--- config.mk ---
export PLATFORM = sky130hd
export DESIGN_NAME = prbs_tx_flat
export DESIGN_NICKNAME = d
export VERILOG_FILES = /design/src/rtl/prbs_tx_if.sv /design/src/rtl/prbs_tx.sv /design/src/flat_wrapper.sv
export SDC_FILE = /design/constraint.sdc
export NUM_CORES = 1
export LEC_CHECK = 0
export BUFFER_PORTS_ARGS = -buffer_cell sky130_fd_sc_hd__clkbuf_2
export CAP_MARGIN = 20
export CORE_ASPECT_RATIO = 1.5
export CORE_MARGIN = 8
export CORE_UTILIZATION = 31
export DETAILED_ROUTE_END_ITERATION = 6
export PLACE_DENSITY_LB_ADDON = 0.12
export SYNTH_ARGS = -nofsm -noshare
export SYNTH_HDL_FRONTEND = slang
export SYNTH_SLANG_ARGS = --single-unit
--- constraint.sdc ---
create_clock -name clk -period 2.6 [get_ports clk]
set_input_delay 0.39 -clock clk [delete_from_list [all_inputs] [get_ports clk]]
set_output_delay 0.39 -clock clk [all_outputs]
set_load 0.05 [all_outputs]
--- src/rtl/prbs_tx_if.sv ---
// prbs_tx_if: control and serial-data bundle between the PRBS transmitter and its user
interface prbs_tx_if;
    logic        start;
    logic        stop;
    logic        prbs_sel;
    logic        err_inj;
    logic        d_out;
    logic        tx_valid;
    logic        busy;
    logic [31:0] bit_cnt;
    logic [15:0] err_cnt;
    modport master (
        output start, stop, prbs_sel, err_inj,
        input  d_out, tx_valid, busy, bit_cnt, err_cnt
    );
    modport slave (
        input  start, stop, prbs_sel, err_inj,
        output d_out, tx_valid, busy, bit_cnt, err_cnt
    );
endinterface

--- src/rtl/prbs_tx.sv ---
// prbs_tx: serial pattern transmitter, 1010 preamble then PRBS7/PRBS15 payload then zero tail
module prbs_tx #(
    parameter int PREAMBLE_LEN = 64,
    parameter int PAYLOAD_LEN  = 0,
    parameter int TAIL_LEN     = 16
) (
    input logic     clk,
    input logic     rst,
    prbs_tx_if.slave io
);
    typedef enum logic [1:0] {IDLE, PREAMBLE, PAYLOAD, TAIL} state_t;
    localparam logic [31:0] PRE_L  = 32'(PREAMBLE_LEN);
    localparam logic [31:0] PAY_L  = 32'(PAYLOAD_LEN);
    localparam logic [31:0] TAIL_L = 32'(TAIL_LEN);
    state_t      state;
    logic [31:0] cnt;
    logic [14:0] lfsr;
    logic        sel;
    logic        fb;
    logic        pay_end;
    logic        go_pay;
    assign fb      = sel ? lfsr[14] ^ lfsr[13] : lfsr[6] ^ lfsr[5];
    assign pay_end = PAY_L != 32'd0 && io.bit_cnt == PAY_L;
    // state names the phase of the bit now on d_out; each edge picks the next bit
    assign go_pay  = !io.stop && ((state == PREAMBLE && cnt == PRE_L) ||
                                  (state == PAYLOAD && !pay_end));
    always_ff @(posedge clk or negedge rst) begin
        if (!rst) begin
            state       <= IDLE;
            cnt         <= '0;
            lfsr        <= '1;
            sel         <= 1'b0;
            io.d_out    <= 1'b0;
            io.tx_valid <= 1'b0;
            io.busy     <= 1'b0;
            io.bit_cnt  <= '0;
            io.err_cnt  <= '0;
        end else if (go_pay) begin
            state      <= PAYLOAD;
            lfsr       <= {lfsr[13:0], fb};
            io.d_out   <= fb ^ io.err_inj;
            io.bit_cnt <= io.bit_cnt + 32'd1;
            if (io.err_inj && io.err_cnt != 16'hFFFF)
                io.err_cnt <= io.err_cnt + 16'd1;
        end else begin
            case (state)
                IDLE: if (io.start) begin
                    state       <= PREAMBLE;
                    cnt         <= 32'd1;
                    lfsr        <= '1;
                    sel         <= io.prbs_sel;
                    io.d_out    <= 1'b1;
                    io.tx_valid <= 1'b1;
                    io.busy     <= 1'b1;
                    io.bit_cnt  <= '0;
                    io.err_cnt  <= '0;
                end
                PREAMBLE: begin
                    state    <= io.stop ? TAIL : PREAMBLE;
                    cnt      <= io.stop ? 32'd1 : cnt + 32'd1;
                    io.d_out <= io.stop ? 1'b0 : ~io.d_out;
                end
                PAYLOAD: begin
                    state    <= TAIL;
                    cnt      <= 32'd1;
                    io.d_out <= 1'b0;
                end
                TAIL: begin
                    state       <= cnt == TAIL_L ? IDLE : TAIL;
                    cnt         <= cnt + 32'd1;
                    io.d_out    <= 1'b0;
                    io.tx_valid <= cnt != TAIL_L;
                    io.busy     <= cnt != TAIL_L;
                end
            endcase
        end
    end
endmodule

--- src/flat_wrapper.sv ---
// flat-port wrapper written by rule: the top's interface ports become plain ports
module prbs_tx_flat 
#(
    parameter int PREAMBLE_LEN = 64,
    parameter int PAYLOAD_LEN  = 0,
    parameter int TAIL_LEN     = 16
)
  (clk, rst, io_start, io_stop, io_prbs_sel, io_err_inj, io_d_out, io_tx_valid, io_busy, io_bit_cnt, io_err_cnt);
  prbs_tx_if io_i ();
  input logic clk;
  input logic rst;
  input wire logic [$bits(io_i.start)-1:0] io_start;
  input wire logic [$bits(io_i.stop)-1:0] io_stop;
  input wire logic [$bits(io_i.prbs_sel)-1:0] io_prbs_sel;
  input wire logic [$bits(io_i.err_inj)-1:0] io_err_inj;
  output wire logic [$bits(io_i.d_out)-1:0] io_d_out;
  output wire logic [$bits(io_i.tx_valid)-1:0] io_tx_valid;
  output wire logic [$bits(io_i.busy)-1:0] io_busy;
  output wire logic [$bits(io_i.bit_cnt)-1:0] io_bit_cnt;
  output wire logic [$bits(io_i.err_cnt)-1:0] io_err_cnt;
  assign io_i.start = io_start;
  assign io_i.stop = io_stop;
  assign io_i.prbs_sel = io_prbs_sel;
  assign io_i.err_inj = io_err_inj;
  assign io_d_out = io_i.d_out;
  assign io_tx_valid = io_i.tx_valid;
  assign io_busy = io_i.busy;
  assign io_bit_cnt = io_i.bit_cnt;
  assign io_err_cnt = io_i.err_cnt;
  prbs_tx #(.PREAMBLE_LEN(PREAMBLE_LEN), .PAYLOAD_LEN(PAYLOAD_LEN), .TAIL_LEN(TAIL_LEN)) u_core (.clk(clk), .rst(rst), .io(io_i));
endmodule
==> load_flow_metrics.sql <==
INSERT INTO impl_metrics (metric_group, metric, value, unit) VALUES
('timing', 'period_needed', '2.46', 'ns'),
('detailed_routing', 'drc_violations_left', '0', ''),
('critical_path', 'rr_startpoint', 'u_core.state[1]', ''),
('logic_synthesis', 'proportion_of_synthesized_chip_area_in_sequential_cells', '43.8', '%'),
('critical_path', 'path_class', 'register to register', ''),
('logic_synthesis', 'mappedNetlistArea', '5760', 'um^2'),
('global_route', 'number_of_antenna_violations_at_the_first_check_in_global_routing', '0', ''),
('cts', 'tritoncts.num_buffers', '9', ''),
('layout', 'final_core_util', '36.5', '%'),
('global_route', 'grt_usage', '14.2', '%'),
('timing', 'hold_viol_final', '0', ''),
('floorplanning', 'floorplan.initialDensity', '31.3', '%'),
('pwr', 'power.density', '444', 'nW/um^2'),
('logic_synthesis', 'predominant_post_synthesis_flop_cell', 'sky130_fd_sc_hd__dfrtp_1', ''),
('critical_path', 'critical_path_arrival', '2.68', 'ns'),
('global_route', 'grt_overflow', '0', ''),
('timing', 'clock-skew-final', '0.0103', 'ns'),
('run_status', 'outcome', 'complete, no violations', ''),
('cts', 'root_buffer', 'sky130_fd_sc_hd__clkbuf_16', ''),
('timing', 'grt_setup_unrepaired', 'no', ''),
('detailed_routing', 'wl_per_cell', '17.3', 'um'),
('layout', 'drive_gt1_share', '19.7', '%'),
('floorplanning', 'row_count', '61', ''),
('layout', 'antennaDiodeCount', '0', ''),
('timing', 'final-max-slew-violation-count', '0', ''),
('cts', 'worstSkewPairLatency', '0.35', 'ns'),
('cts', 'post_cts_setup_repair_buffer_count', '0', ''),
('logic_synthesis', 'syn-instance-count', '618', ''),
('global_route', 'grt_first_pass_wirelength', '26600', 'um'),
('timing', 'finalCritPeriodShare', '94.5', '%'),
('logic_synthesis', 'synth-seq-cells', '100', ''),
('logic_synthesis', 'post_synth_most_frequent_cells', '85 x sky130_fd_sc_hd__dfrtp_1, 64 x sky130_fd_sc_hd__nand2_1, 42 x sky130_fd_sc_hd__nand3_1, 39 x sky130_fd_sc_hd__a31oi_1, 39 x sky130_fd_sc_hd__nor2_1', ''),
('cts', 'post_cts_resize_count', '0', ''),
('logic_synthesis', 'ys.warnings.count', '0', ''),
('pwr', 'leakage', '2.90', 'nW'),
('cts', 'clock_tree_from_tritoncts', 'built', ''),
('timing', 'timing.hold.ws', '0.0632', 'ns'),
('cts', 'cts_htree_levels', '3', ''),
('min_path', 'min-delay-path-class', 'primary input to asynchronous set/reset pin', ''),
('global_route', 'grt_start_max_net_pins', '67', ''),
('logic_synthesis', 'synth.net_count', '633', ''),
('floorplanning', 'pin_count', '57', ''),
('placed_design', 'final_weighted_congestion_of_routability_driven_global_placement', '0.809', ''),
('floorplanning', 'dieHeight', '183', 'um'),
('logic_synthesis', 'async_flop_share', '100', '%'),
('layout', 'syn_to_final_growth', '16.6', '%'),
('logic_synthesis', 'yosys.area.top_type_share', '36.9', '%'),
('timing', 'setup-violations-final', '0', ''),
('critical_path', 'setup.worst_path.end_class', 'register', ''),
('placed_design', 'io_buffer_count', '56', ''),
('layout', 'final_nets', '697', ''),
('floorplanning', 'fp.dieArea', '23300', 'um^2'),
('timing', 'upper_clock_frequency_limit', '407', 'MHz'),
('flow_run', 'maxCapViolCount', '0', ''),
('logic_synthesis', 'yosysUniqueCellTypes', '67', ''),
('critical_path', 'timing.critical_path.from', 'u_core.state[1]', ''),
('detailed_routing', 'drt_iter0_drc', '412', ''),
('logic_synthesis', 'post_synth_edffs', '0', ''),
('global_route', 'grt_pass1_vias', '5112', ''),
('timing', 'actual_slew_at_the_worst_max_slew_pin', '0.758', 'ns'),
('pwr', 'worst_vdd_ir', '0.247', 'mV'),
('critical_path', 'cp_data_required_time', '2.83', 'ns'),
('detailed_routing', 'num_vias', '5141', ''),
('placed_design', 'dp_hpwl', '11500', 'um'),
('cts', 'cts_max_path_buffers', '2', ''),
('logic_synthesis', 'synth.area.top_cells', 'sky130_fd_sc_hd__dfrtp_1 37%, sky130_fd_sc_hd__dfstp_2 6.8%, sky130_fd_sc_hd__a31oi_1 4.2%', ''),
('detailed_routing', 'drt_pass1_iterations', '4', ''),
('critical_path', 'critical_path.max_fanout', '66', ''),
('floorplanning', 'coreArea', '18400', 'um^2'),
('timing', 'fin_tns_setup', '0', 'ns'),
('timing', 'max_slew_margin', '49.0', '%');
## stage by stage
step	instances	setup slack, ns	cell area (um^2)	power, mW
after CTS	939	0.135	6720	3.03
after global placement	923	0.196	6440	1.70
after detailed placement	923	0.166	6440	1.70
after floorplan	618	0.300	5760	1.64
final	939	0.142	6720	2.98
after global routing	939	0.00500	6720	3.09
## metal layers
layer,vias up,global-route usage [%],wire [um]
li1,2488,-,-
met5,-,0,0
met3,18,2.50,508
met2,84,25.8,8510
met1,2551,16.0,6840
met4,0,5.73,366
## layout make-up
cell class / instances / area, um^2
clock inverter: 3 / 21.3
clock buffer: 13 / 260
tap: 252 / 315
inverter: 17 / 63.8
sequential: 100 / 2520
timing repair buffer: 85 / 538
multi-input combinational: 469 / 3000
fill: 1890 / 11700
## state kept, by name, summed over array words and instances, names as in the netlist
name                count
u_core.io.d_out         1
u_core.lfsr            15
u_core.io.err_cnt      16
u_core.cnt             32
u_core.sel              1
u_core.io.bit_cnt      32
u_core.io.tx_valid      1
u_core.state            2
## cell usage in the layout (no fill, tap or decap), types with 20 or more instances in the layout
| master | netlist | layout |
|---|---|---|
| sky130_fd_sc_hd__nor2_1 | 39 | 39 |
| sky130_fd_sc_hd__nand3_1 | 42 | 42 |
| sky130_fd_sc_hd__nand2_1 | 64 | 64 |
| sky130_fd_sc_hd__clkbuf_2 | 0 | 55 |
| sky130_fd_sc_hd__dfrtp_1 | 85 | 85 |
| sky130_fd_sc_hd__buf_4 | 2 | 27 |
| sky130_fd_sc_hd__a21oi_1 | 29 | 29 |
| sky130_fd_sc_hd__nand4_1 | 27 | 27 |
| sky130_fd_sc_hd__a31oi_1 | 39 | 39 |
| sky130_fd_sc_hd__nor3_1 | 20 | 20 |
## where the power goes
part	leakage, nW	internal [mW]	switching, mW
clock	0.136	0.704	0.611
sequential	1.24	1.57	0.0206
combinational	1.52	0.0242	0.0541
total	2.90	2.30	0.685
## cell families after synthesis
group / synth area share [%]
AND/OR/NAND/NOR: 24.5
multiplexers: 2.30
flip-flops: 43.8
buffers and inverters: 4.39
XOR/XNOR: 1.82
adder cells (fa/ha/maj): 1.95
AO/OA/AOI/OAI: 21.3
## worst paths after layout
| path | end | slack (ns) | cells past startpoint |
|---|---|---|---|
| setup / recovery | u_core.io.bit_cnt[16] | 0.14 | 8 |
| hold / removal | u_core.io.bit_cnt[12] | 0.06 | 1 |
| setup reg to reg | u_core.io.bit_cnt[16] | 0.14 | 8 |
| hold reg to reg | u_core.lfsr[0] | 0.50 | 1 |
| max in group asynchronous | u_core.lfsr[5] | 1.76 | 2 |
| min in group clk | u_core.sel | 0.29 | 2 |
## critical path, cell delays in order (launching register included)
cell                       delay, ns
sky130_fd_sc_hd__dfrtp_1        0.41
sky130_fd_sc_hd__inv_1          0.11
sky130_fd_sc_hd__ha_1           0.30
sky130_fd_sc_hd__and4bb_2       0.38
sky130_fd_sc_hd__inv_1          0.12
sky130_fd_sc_hd__o31ai_4        0.36
sky130_fd_sc_hd__buf_12         0.31
sky130_fd_sc_hd__mux2i_1        0.23
sky130_fd_sc_hd__mux2i_1        0.09
No activity file was read; power rests on OpenSTA's default activity.
